## src/rtl/fifo_pkg.sv

```systemverilog
// Shared definitions for the synchronous FIFO and its burst read controller.
package fifo_pkg;

    localparam int DEFAULT_FIFO_WIDTH = 8;
    localparam int DEFAULT_LEN_WIDTH  = 8;

    typedef enum logic [1:0] {
        IDLE = 2'd0,
        READ = 2'd1,
        DONE = 2'd2
    } state_t;

endpackage

```

## src/rtl/stream_skid_buf.sv

```systemverilog
// Two-entry FIFO-ordered valid/ready buffer. The head word is held stable while stalled.
module stream_skid_buf #(
    parameter int WIDTH = 8
) (
    input  logic             clk,
    input  logic             reset,
    input  logic             push,
    input  logic [WIDTH-1:0] push_data,
    output logic             valid,
    output logic [WIDTH-1:0] data,
    input  logic             ready,
    output logic [1:0]       count
);

    logic [WIDTH-1:0] mem [2];
    logic             rd_ptr;
    logic             wr_ptr;
    logic             pop;
    logic             do_push;

    assign valid   = (count != 2'd0);
    assign data    = mem[rd_ptr];
    assign pop     = valid && ready;
    // A push into a full buffer is only accepted when the head leaves in the same cycle.
    assign do_push = push && ((count != 2'd2) || pop);

    always_ff @(posedge clk) begin
        if (reset) begin
            mem[0] <= '0;
            mem[1] <= '0;
            rd_ptr <= 1'b0;
            wr_ptr <= 1'b0;
            count  <= 2'd0;
        end else begin
            if (do_push) begin
                mem[wr_ptr] <= push_data;
                wr_ptr      <= ~wr_ptr;
            end
            if (pop) begin
                rd_ptr <= ~rd_ptr;
            end
            count <= count + {1'b0, do_push} - {1'b0, pop};
        end
    end

endmodule

```

## src/rtl/fifo_burst_reader.sv

```systemverilog
// Pops burst_len words from a 1-cycle-latency FIFO and replays them on a valid/ready stream.
module fifo_burst_reader
    import fifo_pkg::*;
#(
    parameter int FIFO_WIDTH = DEFAULT_FIFO_WIDTH,
    parameter int LEN_WIDTH  = DEFAULT_LEN_WIDTH
) (
    input  logic                  clk,
    input  logic                  reset,
    input  logic                  start,
    input  logic [LEN_WIDTH-1:0]  burst_len,
    output logic                  busy,
    output logic                  done,
    output logic                  fifo_read_en,
    input  logic                  fifo_empty,
    input  logic [FIFO_WIDTH-1:0] fifo_data,
    output logic                  m_valid,
    output logic [FIFO_WIDTH-1:0] m_data,
    output logic                  m_last,
    input  logic                  m_ready
);

    // Stream handshake: a word moves when m_valid && m_ready at a rising edge;
    // m_valid never drops and m_data never changes while a word waits for m_ready.

    state_t               state;
    logic [LEN_WIDTH-1:0] issue_cnt;
    logic [LEN_WIDTH-1:0] rx_cnt;
    logic                 inflight;
    logic [1:0]           occ;
    logic                 pop;
    logic [2:0]           pending;

    assign pop     = m_valid && m_ready;
    // Words that will occupy the buffer after this edge if no new read is issued.
    assign pending = {1'b0, occ} + {2'b00, inflight} - {2'b00, pop};

    assign fifo_read_en = (state == READ) && (issue_cnt != '0) && !fifo_empty
                          && (pending < 3'd2);

    assign m_last = m_valid && (rx_cnt == LEN_WIDTH'(1));

    stream_skid_buf #(
        .WIDTH(FIFO_WIDTH)
    ) u_buf (
        .clk      (clk),
        .reset    (reset),
        .push     (inflight),
        .push_data(fifo_data),
        .valid    (m_valid),
        .data     (m_data),
        .ready    (m_ready),
        .count    (occ)
    );

    always_ff @(posedge clk) begin
        if (reset) begin
            state     <= IDLE;
            busy      <= 1'b0;
            done      <= 1'b0;
            issue_cnt <= '0;
            rx_cnt    <= '0;
            inflight  <= 1'b0;
        end else begin
            inflight <= fifo_read_en;
            done     <= 1'b0;
            case (state)
                IDLE: begin
                    if (start) begin
                        if (burst_len != '0) begin
                            state     <= READ;
                            busy      <= 1'b1;
                            issue_cnt <= burst_len;
                            rx_cnt    <= burst_len;
                        end else begin
                            state <= DONE;
                            done  <= 1'b1;
                        end
                    end
                end
                READ: begin
                    if (fifo_read_en) begin
                        issue_cnt <= issue_cnt - LEN_WIDTH'(1);
                    end
                    if (pop) begin
                        rx_cnt <= rx_cnt - LEN_WIDTH'(1);
                        if (rx_cnt == LEN_WIDTH'(1)) begin
                            state <= DONE;
                            busy  <= 1'b0;
                            done  <= 1'b1;
                        end
                    end
                end
                DONE: begin
                    state <= IDLE;
                end
                default: begin
                    state <= IDLE;
                    busy  <= 1'b0;
                end
            endcase
        end
    end

endmodule

```

## config.mk

```make
export PLATFORM = sky130hd
export DESIGN_NAME = fifo_burst_reader
export DESIGN_NICKNAME = d
export VERILOG_FILES = /design/src/rtl/fifo_pkg.sv /design/src/rtl/stream_skid_buf.sv /design/src/rtl/fifo_burst_reader.sv
export SDC_FILE = /design/constraint.sdc
export NUM_CORES = 1
export LEC_CHECK = 0
export BUFFER_PORTS_ARGS = -buffer_cell sky130_fd_sc_hd__buf_2
export CORE_ASPECT_RATIO = 1.75
export CORE_MARGIN = 2
export CORE_UTILIZATION = 55
export CTS_CLUSTER_SIZE = 30
export DETAILED_ROUTE_END_ITERATION = 16
export GPL_TIMING_DRIVEN = 0
export PLACE_DENSITY = 0.74
export SLEW_MARGIN = 25
export SYNTH_ARGS = -nofsm -noshare
export SYNTH_HDL_FRONTEND = slang
export SYNTH_HIERARCHICAL = 1
export SYNTH_SLANG_ARGS = --single-unit
```

## constraint.sdc

```tcl
create_clock -name clk -period 6.2 [get_ports clk]
set_input_delay 0.31 -clock clk [delete_from_list [all_inputs] [get_ports clk]]
set_output_delay 0.31 -clock clk [all_outputs]
set_load 0.01 [all_outputs]
```

**After elaboration in Yosys (flattened, before gate mapping)**

Memories as Yosys holds them, arrays and structs flattened. A register that Yosys moved wholly into a read port is not among the register bits.
Cells that the tools add are included.

- Register bits: 25
- Bits in writable memories: 16
- Memories kept: 1

- $add $sub $neg: 6
- $lt $le $gt $ge: 1
- Equal/unequal tests: 9
- Mux-type cells: 31
- Bitwise operators: 3
- Reduce and logical (&&, ||, !) cells: 18

Memory list:

| memory | depth | bits a word | rd ports | clocked after Yosys merged registers in | wr ports | line | text |
|---|---|---|---|---|---|---|---|
| u_buf.mem | 2 | 8 | 1 | 1 | 2 | stream_skid_buf.sv:15 | `logic [WIDTH-1:0] mem [2];` |

Operator list:

| kind | number |
|---|---|
| $mux 8 | 5 |
| $pmux 8 s2 | 2 |
| $mux 1 | 17 |
| $reduce_bool 8->1 | 2 |
| $sub 8x1->8 const B | 2 |
| $ne 2x2->1 const B | 5 |
| $eq 8x1->1 const B | 1 |
| $mux 2 | 4 |
| $reduce_and 4->1 | 2 |
| $reduce_or 8->1 | 1 |
| $logic_and 1x1->1 | 6 |
| $reduce_and 5->1 | 1 |
| $pmux 2 s2 | 1 |
| $reduce_bool 2->1 | 2 |
| $add 2x1->3 | 1 |
| $lt 3x2->1 const B | 1 |
| $not 1->1 | 3 |
| $pmux 1 s3 | 1 |
| $reduce_and 3->1 | 1 |
| $sub 3x1->3 | 1 |
| $add 2x1->2 | 1 |
| $eq 2x1->1 const B | 1 |
| $eq 2x2->1 const B | 1 |
| $logic_not 2->1 | 1 |
| other kinds (5) | 5 |

**Depth between registers and ports, before layout**

Gate-level depths: netlist of run 1.

- Word-level depth: 9
- Depth in mapped cells: 11

**Cells and area by module**

Netlist of run 1, hierarchy kept.

Modules (own cells, without submodules):

| module | instances | cells each | area each (sq um) |
|---|---|---|---|
| fifo_burst_reader | 1 | 170 | 1,392.6 |
| stream_skid_buf | 1 | 68 | 974.7 |

**Least setup slack after synthesis of run 1**

Ideal clock, no wire load.

- Path type: flip-flop to flip-flop
- From: register u_buf.count[1]
- To: register issue_cnt[3]
- Setup time: 117 ps
- Arrival: 2,661 ps
- Data required time: 6,083 ps
- Slack: 3,422 ps
- Cell stages (with the launch flop): 12
- Path buffers: 1
- Period minus slack after synthesis: 2,778 ps
- Path through: dfxtp_1 -> or2_1 -> and2_1 -> ha_1 -> nand2b_1 -> fa_1 -> nand4bb_1 -> a211o_1 -> buf_4 -> inv_1 -> o22ai_1 -> a32o_1

- Longest elaborated chain between the ends: 7
- Elaborated cells between the ends (all ways): 8
- Those cells by class: add/sub (2); order compare (1); eq/ne (1); reduce/logical (4)

Ends and longest elaborated chain:

| item | line | text |
|---|---|---|
| from (decl) | stream_skid_buf.sv:12 | `output logic [1:0] count` |
| from (signal assigned) | stream_skid_buf.sv:42 | `count <= count + {1'b0, do_push} - {1'b0, pop};` |
| $reduce_bool 2->1 | stream_skid_buf.sv:21 | `assign valid = (count != 2'd0);` |
| via m_valid | fifo_burst_reader.sv:17 | `output logic m_valid,` |
| $logic_and 1x1->1 | fifo_burst_reader.sv:34 | `assign pop = m_valid && m_ready;` |
| $sub 3x1->3 | fifo_burst_reader.sv:36 | `assign pending = {1'b0, occ} + {2'b00, inflight} - {2'b00, pop};` |
| $lt 3x2->1 | fifo_burst_reader.sv:39 | `&& (pending < 3'd2);` |
| $logic_and 1x1->1 | fifo_burst_reader.sv:39 |  |
| via fifo_read_en | fifo_burst_reader.sv:14 | `output logic fifo_read_en,` |
| $ne 2x2->1 (no line) | - |  |
| $reduce_and 4->1 (no line) | - |  |
| to (signal assigned) | fifo_burst_reader.sv:73 | `issue_cnt <= burst_len;` |
| to (signal assigned) | fifo_burst_reader.sv:83 | `issue_cnt <= issue_cnt - LEN_WIDTH'(1);` |
| to (decl) | fifo_burst_reader.sv:27 | `logic [LEN_WIDTH-1:0] issue_cnt;` |

The timed path passes the listed nets, and every way through them passes these cells.
A chain may end at the register's enable or synchronous reset.

**Worst setup path in the final report of run 1**

- From: register u_buf.count[1]
- To: output fifo_read_en

- Longest elaborated chain between the ends: 5
- Elaborated cells between the ends (all ways): 6
- Those cells by class: add/sub (2); order compare (1); reduce/logical (3)

Ends and longest elaborated chain:

| item | line |
|---|---|
| branches (longest 2 deep; another with $add 2x1->3) | - |
| $sub 3x1->3 (*) | fifo_burst_reader.sv:36 |
| $lt 3x2->1 (*) | fifo_burst_reader.sv:39 |
| $logic_and 1x1->1 (*) | fifo_burst_reader.sv:39 |
| to (decl) | fifo_burst_reader.sv:14 |

Every way passes the cells marked *.

==> results of run 1 <==
stage by stage:
stage                     hold slack [ps]  area (sq um)  power (mW)  worst slack [ps]  utilization
final                               298.3          2731      0.8828              2974       0.6581
after global routing                298.3          2731      0.9286              2827       0.6581
after CTS                           298.8          2731      0.8837              2981       0.6581
after detailed placement            455.4          2594      0.6256              3272       0.6250
after global placement              451.3          2594      0.6193              3301       0.6250
after floorplan                     428.1          2367      0.5471              3422            -
cells in the final DEF, fill, tap and decap left out, drive strengths merged, types with 3 or more instances in the layout:
cell / synthesis / routed
buf: 8 / 41
dfxtp: 26 / 26
nand2: 21 / 21
a21oi: 21 / 21
and2: 18 / 18
edfxtp: 16 / 16
nor2: 16 / 16
inv: 10 / 10
clkbuf: 5 / 10
mux2: 8 / 8
ha: 7 / 7
nor3: 6 / 6
o32ai: 5 / 5
o21ai: 5 / 5
nand2b: 4 / 4
nor2b: 4 / 4
a221o: 4 / 4
nor4: 4 / 4
nand3: 3 / 3
nor3b: 3 / 3
a221oi: 3 / 3
o21a: 3 / 3
kinds of logic after synthesis:
kind of cell,count (synthesis)
multiplexers,8
XOR/XNOR,3
buffers and inverters,23
AO/OA/AOI/OAI,63
AND/OR/NAND/NOR,91
flip-flops,42
adder cells (fa/ha/maj),8
metal layers:
layer  vias up  global-route usage  wire [microns]
met2        75              0.4434            3056
met3        13             0.04470             254
li1        960                   -               -
met1       929              0.2412            1946
met5         -                   0               0
met4         0              0.1346             193
path summary, 6_finish.rpt:
kind | startpoint | endpoint | slack [ps] | cells past startpoint
max | u_buf/count[1]$_SDFF_PP0_ | fifo_read_en | 2970 | 10
min | fifo_data[2] | u_buf/mem[0][2]$_SDFFCE_PN0P_ | 300 | 2
max reg2reg | u_buf/count[1]$_SDFF_PP0_ | issue_cnt[7]$_SDFFE_PP0P_ | 3220 | 11
min reg2reg | rx_cnt[7]$_SDFFE_PP0P_ | rx_cnt[7]$_SDFFE_PP0P_ | 470 | 2
power groups by stage:
stage | clock network, mW | registers [mW] | logic, mW
floorplan | 0 | 0.350 | 0.197
global placement | 0 | 0.357 | 0.263
detailed placement | 0 | 0.358 | 0.267
CTS | 0.263 | 0.352 | 0.269
global route | 0.273 | 0.357 | 0.299
finish | 0.262 | 0.352 | 0.269
sequential cells by signal (all words and copies together), names as in the netlist, named ones only:
name and cells:
u_buf/mem 16, issue_cnt 8, rx_cnt 8, state 2, u_buf/count 2, busy 1
done 1, inflight 1, u_buf/rd_ptr 1, u_buf/wr_ptr 1
critical path, stage by stage, from the launching register on:
cell,delay (ps)
sky130_fd_sc_hd__dfxtp_1,390
sky130_fd_sc_hd__or2_1,290
sky130_fd_sc_hd__and2_1,190
sky130_fd_sc_hd__ha_1,260
sky130_fd_sc_hd__nand2b_1,160
sky130_fd_sc_hd__fa_1,500
sky130_fd_sc_hd__nand4bb_1,100
sky130_fd_sc_hd__a211o_1,280
sky130_fd_sc_hd__buf_4,170
sky130_fd_sc_hd__inv_1,120
sky130_fd_sc_hd__buf_2,150
layout make-up:
class | instances | area [sq um]
Fill cell | 371 | 1419
Timing Repair Buffer | 33 | 165.2
Inverter | 10 | 37.54
Clock inverter | 3 | 68.82
Clock buffer | 5 | 68.82
Tap cell | 49 | 61.31
Buffer | 13 | 72.57
Sequential cell | 42 | 1001
Multi-Input combinational cell | 173 | 1256
==> qor.log, run 1 <==
qor: power.p_clk_frac 0.296
qor: logic_synthesis.fraction_of_registers_with_async_set_or_reset_after_synthesis 0
qor: clock_network.cts.root.buffer_cell sky130_fd_sc_hd__clkbuf_8
qor: timing.setup-tns-final 0 ps
qor: floorplan.die_w 53.60 microns
qor: floorplan.fp.dieH 90.79 microns
qor: logic_synthesis.synth_simple_gate_area_frac 0.2320
qor: power.seqPwrFrac 0.399
qor: clock_network.clk_latency 300 ps
qor: clock_network.tritoncts done
qor: placement.gpl.final_weighted_congestion 0.8780
qor: layout.non_filler_instances 328
qor: worst_hold_path.holdCritPathClass in2reg
qor: setup_path.timing_worst_setup_path_type reg2out
qor: timing.clock_skew 7.362 ps
qor: logic_synthesis.synth.area.mux_share 0.03805
qor: timing.slew_violations 0
qor: timing.rsz0062_at_grt false
qor: placement.dp.final_hpwl 4.209 mm
qor: drt.via_per_inst 6.027
qor: logic_synthesis.synth-adder-area-share 0.04545
qor: logic_synthesis.synthesis.area_per_instance 9.947 sq um
qor: timing.tightestPinTransition 754.1 ps
qor: floorplan.io_pins 34
qor: setup_path.critical_path_data_required_time 5890 ps
qor: setup_path.setup.worst_path.end_class primary output
qor: layout.antenna_diode_count 0
qor: timing.timing.fmax 310.0 MHz
qor: clock_network.clkTransAtPathRegs 80 ps
qor: setup_path.startpoint_type flop
qor: setup_path.worst-path-max-fanout 10
qor: logic_synthesis.syn_inst 238
qor: floorplan.die_area 0.004866 sq mm
qor: logic_synthesis.synth.cell_area 0.002367 sq mm
qor: power.p_comb_frac 0.305
qor: clock_network.tritoncts_num_sinks 42
qor: power.power_per_cell_area 323.2 mW/mm^2
qor: floorplan.std_cell_rows 31
qor: logic_synthesis.ffs_latches_synth 42
qor: setup_path.crit_arrival 2920 ps
qor: clock_network.count_of_h_tree_levels_built_during_cts 2
qor: clock_network.ctsResizeCount 0
qor: global_routing.overflow 0
qor: floorplan.start_util 0.5704
qor: logic_synthesis.yosysSeqAreaShare 0.4228
qor: clock_network.post_cts_hold_buffer_count 0
qor: timing.finalSetupViolCount 0
qor: logic_synthesis.synth.distinct_cells 57
qor: layout.post_route_cells_drive_above_1_share 0.2186
qor: outcome.status complete, no violations
qor: logic_synthesis.synth-main-ff-cell sky130_fd_sc_hd__dfxtp_1
qor: flow_run.drv_cap 0
qor: logic_synthesis.synth.yosys.warnings 6
qor: timing.slew_headroom 0.4926
qor: power.max-vdd-ir-drop 243.6 uV
qor: logic_synthesis.synth_top_cells_by_count sky130_fd_sc_hd__dfxtp_1 (26), sky130_fd_sc_hd__a21oi_1 (21), sky130_fd_sc_hd__nand2_1 (21)
qor: power.switching_share 0.3181
qor: floorplan.core_area 0.004150 sq mm
qor: logic_synthesis.synth.top_cell.area_share 0.2199
qor: drt.initialDrtViolationCount 63
qor: logic_synthesis.synth.largest_area_cell sky130_fd_sc_hd__dfxtp_1
qor: drt.via_count 1,977
qor: timing.final-hold-violation-count 0
qor: drt.postRouteAntennaNets 0
qor: global_routing.grt_start_max_net_pins 15
qor: power.total_leakage_power 1.121 nW
qor: logic_synthesis.synth-edff-count 16
qor: global_routing.antenna_found_initial 0
qor: clock_network.clock_tree.buffer_depth 2
qor: drt.drtPass1Iterations 4
qor: logic_synthesis.synthMostInstantiatedCell sky130_fd_sc_hd__dfxtp_1
qor: placement.placement.io_buffers 33
qor: logic_synthesis.syn_nets 267
qor: logic_synthesis.main_combinational_cell_family_by_area_after_synthesis simple AND/OR/NAND/NOR gates
qor: drt.post_drt_wl_per_cell 16.62 microns
qor: drt.post-route-drc-count 0
qor: timing.fin_crit_sh 0.5203
qor: logic_synthesis.synth_top_cells_by_area sky130_fd_sc_hd__dfxtp_1 (22%), sky130_fd_sc_hd__edfxtp_1 (20%), sky130_fd_sc_hd__and2_1 (4.8%), sky130_fd_sc_hd__a21oi_1 (4.4%), sky130_fd_sc_hd__mux2_1 (3.8%)
qor: clock_network.post_cts_buffers 0
qor: global_routing.track_usage 0.2442
qor: drt.drt-total-wl 5.450 mm
qor: layout.nNetsFinal 307
qor: power.internal_pwr_total 602.0 uW
qor: global_routing.grt_pass1_wl 8.659 mm
qor: timing.fin_crit 3226 ps
qor: power.p_switching 280.8 uW
qor: clock_network.number_of_buffers_created_by_cts 5
qor: logic_synthesis.synth_xor_xnor_area_share 0.01110
qor: logic_synthesis.synth_compound_area_frac 0.2040
qor: global_routing.grt_pass1_vias 1,948
qor: layout.area.growth.synth_to_final 15.38%
qor: placement.placedCellCount 320
Note: power is estimated with default switching activity, not from simulation.
==> inputs of run 2 (changes only) <==
--- a/config.mk
+++ b/config.mk
@@ -5,14 +5,15 @@
 export SDC_FILE = /design/constraint.sdc
 export NUM_CORES = 1
 export LEC_CHECK = 0
+export ABC_AREA = 1
 export BUFFER_PORTS_ARGS = -buffer_cell sky130_fd_sc_hd__buf_2
 export CORE_ASPECT_RATIO = 1.75
 export CORE_MARGIN = 2
-export CORE_UTILIZATION = 55
+export CORE_UTILIZATION = 52
 export CTS_CLUSTER_SIZE = 30
 export DETAILED_ROUTE_END_ITERATION = 16
 export GPL_TIMING_DRIVEN = 0
-export PLACE_DENSITY = 0.74
+export PLACE_DENSITY = 0.73
 export SLEW_MARGIN = 25
 export SYNTH_ARGS = -nofsm -noshare
 export SYNTH_HDL_FRONTEND = slang
==> constraint.sdc (replaced) <==
create_clock -name clk -period 2.9 [get_ports clk]
set_input_delay 0.145 -clock clk [delete_from_list [all_inputs] [get_ports clk]]
set_output_delay 0.145 -clock clk [all_outputs]
set_load 0.01 [all_outputs]
==> qor.log, run 2 <==
qor: clock_network.cts.root.buffer_cell sky130_fd_sc_hd__clkbuf_8 [unchanged]
qor: logic_synthesis.synth.distinct_cells 30 [was 57]
qor: logic_synthesis.synth-adder-area-share 0.04386 [was 0.04545]
qor: drt.drtPass1Iterations 4 [unchanged]
qor: layout.nNetsFinal 407 [was 307]
qor: layout.largest_register_ffs 16 [unchanged]
qor: layout.multi_input_comb_area 0.001225 sq mm [was 0.001256 sq mm]
qor: placement.dp.final_hpwl 4.191 mm [was 4.209 mm]
qor: power.power_per_cell_area 683.8 mW/mm^2 [was 323.2 mW/mm^2]
qor: setup_path.crit_arrival 2520 ps [was 2920 ps]
qor: setup_path.setup.worst_path.end_class primary output [unchanged]
qor: logic_synthesis.synth.area.mux_share 0.03672 [was 0.03805]
qor: worst_hold_path.holdCritPathClass in2reg [unchanged]
qor: layout.area.growth.synth_to_final 13.97% [was 15.38%]
qor: power.p_clk_frac 0.239 [was 0.296]
qor: power.total_leakage_power 1.410 nW [was 1.121 nW]
qor: timing.final-hold-violation-count 0 [unchanged]
qor: power.internal_pwr_total 1.213 mW [was 602.0 uW]
qor: placement.postPlaceCellArea 0.002684 sq mm [was 0.002594 sq mm]
qor: layout.post_route_cells_drive_above_1_share 0.1900 [was 0.2186]
qor: logic_synthesis.synth_compound_area_frac 0.06833 [was 0.2040]
qor: drt.via_count 2,170 [was 1,977]
qor: layout.mostFrequentLayoutCell sky130_fd_sc_hd__nand2_1 [was sky130_fd_sc_hd__buf_2]
qor: clock_network.clk_latency 300 ps [about the same]
qor: drt.post-route-drc-count 0 [unchanged]
qor: timing.tightestPinTransition 559.1 ps [was 754.1 ps]
qor: timing.slew_headroom 0.6272 [was 0.4926]
qor: timing.fin_crit 2669 ps
qor: placement.placement.io_buffers 33 [unchanged]
qor: clock_network.post_cts_buffers 0 [unchanged]
qor: clock_network.number_of_buffers_created_by_cts 5 [unchanged]
qor: timing.clock_skew 5.520 ps [was 7.362 ps]
qor: global_routing.track_usage 0.2169 [was 0.2442]
qor: floorplan.die_area 0.005306 sq mm [was 0.004866 sq mm]
qor: drt.post_drt_wl_per_cell 12.35 microns [was 16.62 microns]
qor: drt.initialDrtViolationCount 80 [was 63]
qor: global_routing.antenna_found_initial 0 [unchanged]
qor: clock_network.clock_tree.buffer_depth 2 [unchanged]
qor: layout.layout.cells.most_common_list sky130_fd_sc_hd__nand2_1 (83), sky130_fd_sc_hd__nor2_1 (69), sky130_fd_sc_hd__inv_1 (51) [was sky130_fd_sc_hd__buf_2 (37), sky130_fd_sc_hd__dfxtp_1 (26), sky130_fd_sc_hd__nand2_1 (21), sky130_fd_sc_hd__a21oi_1 (21), sky130_fd_sc_hd__and2_1 (18)]
qor: logic_synthesis.fraction_of_registers_with_async_set_or_reset_after_synthesis 0 [unchanged]
qor: timing.finalSetupViolCount 0 [unchanged]
qor: layout.n_fill_cell 460 [was 371]
qor: clock_network.clkTransAtPathRegs 80 ps [about the same]
qor: logic_synthesis.synthMostInstantiatedCell sky130_fd_sc_hd__nand2_1 [was sky130_fd_sc_hd__dfxtp_1]
qor: clock_network.count_of_h_tree_levels_built_during_cts 2 [unchanged]
qor: logic_synthesis.main_combinational_cell_family_by_area_after_synthesis simple AND/OR/NAND/NOR gates [unchanged]
qor: power.switching_share 0.3658 [was 0.3181]
qor: logic_synthesis.syn_nets 367 [was 267]
qor: outcome.status complete, no violations [unchanged]
qor: logic_synthesis.synth.largest_area_cell sky130_fd_sc_hd__dfxtp_1 [unchanged]
qor: timing.timing.fmax 374.6 MHz
qor: clock_network.post_cts_hold_buffer_count 0 [unchanged]
qor: floorplan.die_w 55.93 microns [was 53.60 microns]
qor: global_routing.grt_start_max_net_pins 14 [was 15]
qor: layout.reg.largest.list u_buf/mem x16, issue_cnt x8, rx_cnt x8 [unchanged]
qor: layout.antenna_diode_count 0 [unchanged]
qor: setup_path.timing_worst_setup_path_type reg2out [unchanged]
qor: floorplan.io_pins 34 [unchanged]
qor: logic_synthesis.synth_simple_gate_area_frac 0.3396 [was 0.2320]
qor: logic_synthesis.ffs_latches_synth 42 [unchanged]
qor: placement.place_worst_setup_slack 211.5 ps [was 3272 ps]
qor: setup_path.startpoint_type flop [unchanged]
qor: global_routing.grt_pass1_vias 2,117 [was 1,948]
qor: clock_network.ctsResizeCount 0 [unchanged]
qor: logic_synthesis.synth.top_cell.area_share 0.2121 [was 0.2199]
qor: logic_synthesis.yosysSeqAreaShare 0.4080 [was 0.4228]
qor: global_routing.grt_pass1_wl 8.880 mm [was 8.659 mm]
qor: logic_synthesis.synthesis.area_per_instance 7.259 sq um [was 9.947 sq um]
qor: logic_synthesis.synth.yosys.warnings 6 [unchanged]
qor: drt.drt-total-wl 5.322 mm [was 5.450 mm]
qor: clock_network.tritoncts done [unchanged]
qor: floorplan.core_area 0.004624 sq mm [was 0.004150 sq mm]
qor: clock_network.tritoncts_num_sinks 42 [unchanged]
qor: global_routing.overflow 0 [unchanged]
qor: floorplan.std_cell_rows 33 [was 31]
qor: timing.worst_path_setup_slack_after_routing 230.8 ps [was 2974 ps]
qor: drt.via_per_inst 5.035 [was 6.027]
qor: logic_synthesis.synth_top_cells_by_count sky130_fd_sc_hd__nand2_1 (83), sky130_fd_sc_hd__nor2_1 (69), sky130_fd_sc_hd__inv_1 (51) [was sky130_fd_sc_hd__dfxtp_1 (26), sky130_fd_sc_hd__a21oi_1 (21), sky130_fd_sc_hd__nand2_1 (21)]
qor: layout.final-seq-area 0.001005 sq mm [was 0.001001 sq mm]
qor: timing.slew_violations 0 [unchanged]
qor: power.p_comb_frac 0.366 [was 0.305]
qor: logic_synthesis.synth-edff-count 16 [unchanged]
qor: logic_synthesis.synth.cell_area 0.002454 sq mm [was 0.002367 sq mm]
qor: placement.placedCellCount 423 [was 320]
qor: placement.gpl.final_weighted_congestion 0.9156 [was 0.8780]
qor: power.seqPwrFrac 0.395 [was 0.399]
qor: drt.postRouteAntennaNets 0 [unchanged]
qor: floorplan.fp.dieH 94.87 microns [was 90.79 microns]
qor: layout.final_core_util 0.6047 [was 0.6581]
qor: logic_synthesis.synth_top_cells_by_area sky130_fd_sc_hd__dfxtp_1 (21%), sky130_fd_sc_hd__edfxtp_1 (20%), sky130_fd_sc_hd__nand2_1 (13%), sky130_fd_sc_hd__nor2_1 (11%), sky130_fd_sc_hd__inv_1 (7.8%) [was sky130_fd_sc_hd__dfxtp_1 (22%), sky130_fd_sc_hd__edfxtp_1 (20%), sky130_fd_sc_hd__and2_1 (4.8%), sky130_fd_sc_hd__a21oi_1 (4.4%), sky130_fd_sc_hd__mux2_1 (3.8%)]
qor: timing.rsz0062_at_grt false [unchanged]
qor: flow_run.drv_cap 0 [unchanged]
qor: power.p_switching 699.5 uW [was 280.8 uW]
qor: layout.regMostFlops u_buf/mem [unchanged]
qor: layout.final_cell_area_excluding_filler_cells 0.002796 sq mm [was 0.002731 sq mm]
qor: setup_path.critical_path_data_required_time 2760 ps [was 5890 ps]
qor: layout.non_filler_instances 431 [was 328]
qor: logic_synthesis.syn_inst 338 [was 238]
qor: logic_synthesis.synth_xor_xnor_area_share 0.01071 [was 0.01110]
qor: timing.fin_crit_sh 0.9204
qor: logic_synthesis.synth-main-ff-cell sky130_fd_sc_hd__dfxtp_1 [unchanged]
qor: power.max-vdd-ir-drop 385.2 uV [was 243.6 uV]
qor: floorplan.start_util 0.5306 [was 0.5704]
qor: timing.setup-tns-final 0 ps [unchanged]
qor: setup_path.worst-path-max-fanout 6 [was 10]
## run 2: cell families (layout without fill, tap and decap cells)
logic type                 Yosys count  in the layout
AOI/OAI and AO/OA                   31             31
xor gates and xnor gates             3              3
adders and majority gates            8              8
buffers and inverters               58             99
DFF                                 42             42
muxes                                8              8
and+or+nand+nor                    188            188
## run 2: power by group through the flow
stage | registers, mW | logic (mW) | clock network [mW]
4_1_cts | 0.753 | 0.704 | 0.468
3_3_place_gp | 0.763 | 0.685 | 0
2_1_floorplan | 0.749 | 0.541 | 0
6_report | 0.756 | 0.699 | 0.458
5_1_grt | 0.765 | 0.803 | 0.494
3_5_place_dp | 0.766 | 0.700 | 0
## run 2: routing by layer
| layer | global-route usage | vias up | routed length, microns |
|---|---|---|---|
| li1 | - | 1131 | - |
| met1 | 0.1872 | 965 | 1916 |
| met2 | 0.4524 | 60 | 2964 |
| met3 | 0.03562 | 14 | 215 |
| met4 | 0.1190 | 0 | 225 |
| met5 | 0 | - | 0 |
## run 2: final cells by class
| type | instances | share of cell area |
|---|---|---|
| buffer | 4 | 0.008949 |
| clock buffer | 5 | 0.02461 |
| sequential | 42 | 0.3593 |
| multi-input combinational | 238 | 0.4380 |
| timing repair buffer | 33 | 0.05906 |
| tap | 52 | 0.02327 |
| inverter | 54 | 0.07248 |
| clock inverter | 3 | 0.01432 |
## run 2: final timing paths
kind	startpoint	to	slack, ps	depth (start not counted)
max	u_buf/count[0]$_SDFF_PP0_	fifo_read_en	230	15
max reg2reg	u_buf/count[0]$_SDFF_PP0_	issue_cnt[6]$_SDFFE_PP0P_	380	17
min reg2reg	rx_cnt[1]$_SDFFE_PP0P_	rx_cnt[1]$_SDFFE_PP0P_	500	2
min	reset	u_buf/count[0]$_SDFF_PP0_	150	2
## run 2: per-stage QoR
stage	hold slack [ps]	power [mW]
4_1_cts	142.7	1.925
3_5_place_dp	438.5	1.466
5_1_grt	132.3	2.062
2_1_floorplan	214.1	1.291
3_3_place_gp	435.8	1.448
6_report	145.0	1.912
## run 2: critical path: stages (launching register included)
cell,delay (ps)
sky130_fd_sc_hd__dfxtp_1,360
sky130_fd_sc_hd__inv_1,90
sky130_fd_sc_hd__nand2_1,140
sky130_fd_sc_hd__nand2_1,70
sky130_fd_sc_hd__inv_1,120
sky130_fd_sc_hd__ha_1,240
sky130_fd_sc_hd__inv_1,50
sky130_fd_sc_hd__nand2_1,50
sky130_fd_sc_hd__fa_1,480
sky130_fd_sc_hd__inv_1,40
sky130_fd_sc_hd__nor2_1,80
sky130_fd_sc_hd__nand2_1,90
sky130_fd_sc_hd__nor2_4,120
sky130_fd_sc_hd__nand2_4,110
sky130_fd_sc_hd__inv_1,70
sky130_fd_sc_hd__buf_2,120
==> inputs of run 3 (changes only) <==
--- a/config.mk
+++ b/config.mk
@@ -7,13 +7,14 @@
 export LEC_CHECK = 0
 export ABC_AREA = 1
 export BUFFER_PORTS_ARGS = -buffer_cell sky130_fd_sc_hd__buf_2
-export CORE_ASPECT_RATIO = 1.75
+export CORE_ASPECT_RATIO = 0.5
 export CORE_MARGIN = 2
 export CORE_UTILIZATION = 52
 export CTS_CLUSTER_SIZE = 30
 export DETAILED_ROUTE_END_ITERATION = 16
 export GPL_TIMING_DRIVEN = 0
 export PLACE_DENSITY = 0.73
+export RECOVER_POWER = 50
 export SLEW_MARGIN = 25
 export SYNTH_ARGS = -nofsm -noshare
 export SYNTH_HDL_FRONTEND = slang
==> qor.log, run 3 (synthesis gave the netlist of run 2 again) <==
qor: setup_path.timing.reg2reg.setup_slack 420 ps [was 380 ps]
qor: timing.clock_skew 11.09 ps [was 5.520 ps]
qor: global_routing.grt_start_max_net_pins 14 [unchanged]
qor: setup_path.worst-path-max-fanout 7 [was 6]
qor: setup_path.startpoint_type flop [unchanged]
qor: setup_path.crit_chain inv_1 > nand2_2 > nand2_1 > inv_1 > ha_1 > inv_1 > nand2_1 > fa_1 > inv_1 > nor2_1 > nand2_1 > nor2_4 > nand2_4 > inv_1 > buf_2 [was inv_1 > nand2_1 > nand2_1 > inv_1 > ha_1 > inv_1 > nand2_1 > fa_1 > inv_1 > nor2_1 > nand2_1 > nor2_4 > nand2_4 > inv_1 > buf_2]
qor: drt.via_count 2,142 [was 2,170]
qor: drt.met2WireLength 2.446 mm [was 2.964 mm]
qor: layout.n_fill_cell 409 [was 460]
qor: setup_path.crit_arrival 2510 ps [was 2520 ps]
qor: clock_network.post_cts_hold_buffer_count 0 [unchanged]
qor: timing.slew_violations 0 [unchanged]
qor: floorplan.core_area 0.004467 sq mm [was 0.004624 sq mm]
qor: global_routing.track_usage 0.2172 [was 0.2169]
qor: flow_run.drv_cap 0 [unchanged]
qor: timing.finalSetupViolCount 0 [unchanged]
qor: drt.initialDrtViolationCount 119 [was 80]
qor: setup_path.critical-path-max-stage-delay 490 ps [was 480 ps]
qor: worst_hold_path.holdCritPathClass in2reg [unchanged]
qor: setup_path.setup.worst_path.end_class primary output [unchanged]
qor: placement.gpl.final_weighted_congestion 0.8823 [was 0.9156]
qor: layout.final_cell_area_excluding_filler_cells 0.002759 sq mm [was 0.002796 sq mm]
qor: clock_network.tritoncts_num_sinks 42 [unchanged]
qor: setup_path.cp_top_family adder cells [unchanged]
qor: setup_path.cp-startpoint u_buf/count[1]$_SDFF_PP0_ [was u_buf/count[0]$_SDFF_PP0_]
qor: setup_path.critical-path-top-cell-by-count sky130_fd_sc_hd__inv_1 [unchanged]
qor: power.power_per_cell_area 687.1 mW/mm^2 [was 683.8 mW/mm^2]
qor: timing.rsz0062_at_grt false [unchanged]
qor: placement.placedCellCount 428 [was 423]
qor: clock_network.cts.root.buffer_cell sky130_fd_sc_hd__clkbuf_8 [unchanged]
qor: clock_network.count_of_h_tree_levels_built_during_cts 2 [unchanged]
qor: floorplan.fp.dieH 52.57 microns [was 94.87 microns]
qor: power.total_leakage_power 1.359 nW [was 1.410 nW]
qor: floorplan.start_util 0.5493 [was 0.5306]
qor: layout.largest_register_ffs 16 [unchanged]
qor: layout.final_core_util 0.6176 [was 0.6047]
qor: drt.routed.top_layer met4 [unchanged]
qor: outcome.status complete, no violations [unchanged]
qor: layout.nNetsFinal 407 [unchanged]
qor: timing.slew_headroom 0.4854 [was 0.6272]
qor: global_routing.grt_pass1_vias 2,095 [was 2,117]
qor: clock_network.clk_latency 290 ps [was 300 ps]
qor: layout.non_filler_instances 436 [was 431]
qor: layout.post_route_cells_drive_above_1_share 0.1451 [was 0.1900]
qor: clock_network.tritoncts done [unchanged]
qor: drt.post_drt_wl_per_cell 11.88 microns [was 12.35 microns]
qor: layout.mostFrequentLayoutCell sky130_fd_sc_hd__nand2_1 [unchanged]
qor: timing.fin_crit_sh 0.9167 [was 0.9204]
qor: clock_network.post_cts_buffers 0 [unchanged]
qor: timing.final-hold-violation-count 0 [unchanged]
qor: drt.routed-wl-met3 270 microns [was 215 microns]
qor: power.max-vdd-ir-drop 278.7 uV [was 385.2 uV]
qor: layout.reg.largest.list u_buf/mem x16, issue_cnt x8, rx_cnt x8 [unchanged]
qor: clock_network.number_of_buffers_created_by_cts 5 [unchanged]
qor: setup_path.timing_worst_setup_path_type reg2out [unchanged]
qor: setup_path.timing.rr.start u_buf/count[1]$_SDFF_PP0_ [was u_buf/count[0]$_SDFF_PP0_]
qor: drt.drt-total-wl 5.178 mm [was 5.322 mm]
qor: setup_path.path_buf_inv 6 [unchanged]
qor: timing.tightestPinTransition 769.1 ps [was 559.1 ps]
qor: global_routing.grt_pass1_wl 8.735 mm [was 8.880 mm]
qor: placement.postPlaceCellArea 0.002690 sq mm [was 0.002684 sq mm]
qor: layout.layout.cells.most_common_list sky130_fd_sc_hd__nand2_1 (82), sky130_fd_sc_hd__nor2_1 (70), sky130_fd_sc_hd__inv_1 (52) [was sky130_fd_sc_hd__nand2_1 (83), sky130_fd_sc_hd__nor2_1 (69), sky130_fd_sc_hd__inv_1 (51)]
qor: global_routing.antenna_found_initial 0 [unchanged]
qor: timing.setup-tns-final 0 ps [unchanged]
qor: placement.dp.final_hpwl 3.941 mm [was 4.191 mm]
qor: drt.routedLengthMet1 2.435 mm [was 1.916 mm]
qor: timing.fin_crit 2658 ps [was 2669 ps]
qor: drt.postRouteAntennaNets 0 [unchanged]
qor: floorplan.die_w 101.1 microns [was 55.93 microns]
qor: layout.regMostFlops u_buf/mem [unchanged]
qor: drt.via_per_inst 4.913 [was 5.035]
qor: setup_path.crit_slowest_cell sky130_fd_sc_hd__fa_1 [unchanged]
qor: setup_path.critical_path_data_required_time 2760 ps [about the same]
qor: clock_network.clock_tree.buffer_depth 2 [unchanged]
qor: placement.placement.io_buffers 33 [unchanged]
qor: clock_network.clkTransAtPathRegs 80 ps [about the same]
qor: layout.antenna_diode_count 0 [unchanged]
qor: global_routing.overflow 0 [unchanged]
qor: timing.timing.fmax 376.2 MHz [was 374.6 MHz]
qor: worst_hold_path.min-delay-start reset [unchanged]
qor: floorplan.io_pins 34 [unchanged]
qor: drt.post-route-drc-count 0 [unchanged]
qor: clock_network.ctsResizeCount 0 [unchanged]
qor: drt.drtPass1Iterations 5 [was 4]
qor: floorplan.die_area 0.005317 sq mm [was 0.005306 sq mm]
qor: floorplan.std_cell_rows 17 [was 33]
qor: layout.area.growth.synth_to_final 12.44% [was 13.97%]
[run 3: changes by cell type in the layout (fill, tap and decap cells not counted), moves of 2 or more]
cell,previous run,this run
sky130_fd_sc_hd__nand3_2,2,0
sky130_fd_sc_hd__nand3_1,20,22
sky130_fd_sc_hd__buf_2,35,23
sky130_fd_sc_hd__clkinv_2,2,0
sky130_fd_sc_hd__clkbuf_1,1,14
[run 3: power by group]
part	internal [mW]	leakage (nW)	switching [mW]	total [mW]
clock network	0.257	0.0514	0.199	0.455
logic	0.257	0.927	0.430	0.687
registers	0.694	0.380	0.0596	0.753
total	1.21	1.36	0.688	1.90
[run 3: per-layer routing]
| metal | up-vias | track usage |
|---|---|---|
| met5 | - | 0 |
| met4 | 0 | 0.05405 |
| met3 | 5 | 0.05867 |
| met2 | 54 | 0.4040 |
| met1 | 952 | 0.2521 |
| li1 | 1131 | - |
[run 3: path summary, 6_finish.rpt]
kind,cells past startpoint,to
worst max-delay path,15,fifo_read_en
worst min-delay path,2,u_buf/count[0]$_SDFF_PP0_
worst max register to register,17,issue_cnt[6]$_SDFFE_PP0P_
worst min register to register,2,rx_cnt[1]$_SDFFE_PP0P_
[run 3: area by class of cell]
type	instances	area, sq um	area share
multi-input combinational	238	1195	0.4331
sequential	42	1005	0.3642
inverter	54	202.7	0.07347
timing repair buffer	33	152.6	0.05533
clock buffer	6	72.57	0.02630
tap	57	71.32	0.02585
clock inverter	2	37.54	0.01361
buffer	4	22.52	0.008163
[run 3: through the flow]
step	worst slack (ps)	hold WS, ps	power (mW)
3_5_place_dp	223.1	443.0	1.461
5_1_grt	12.85	123.3	2.050
4_1_cts	21.84	122.8	1.920
2_1_floorplan	520.5	214.1	1.291
3_3_place_gp	309.0	439.2	1.438
6_report	241.6	130.9	1.896
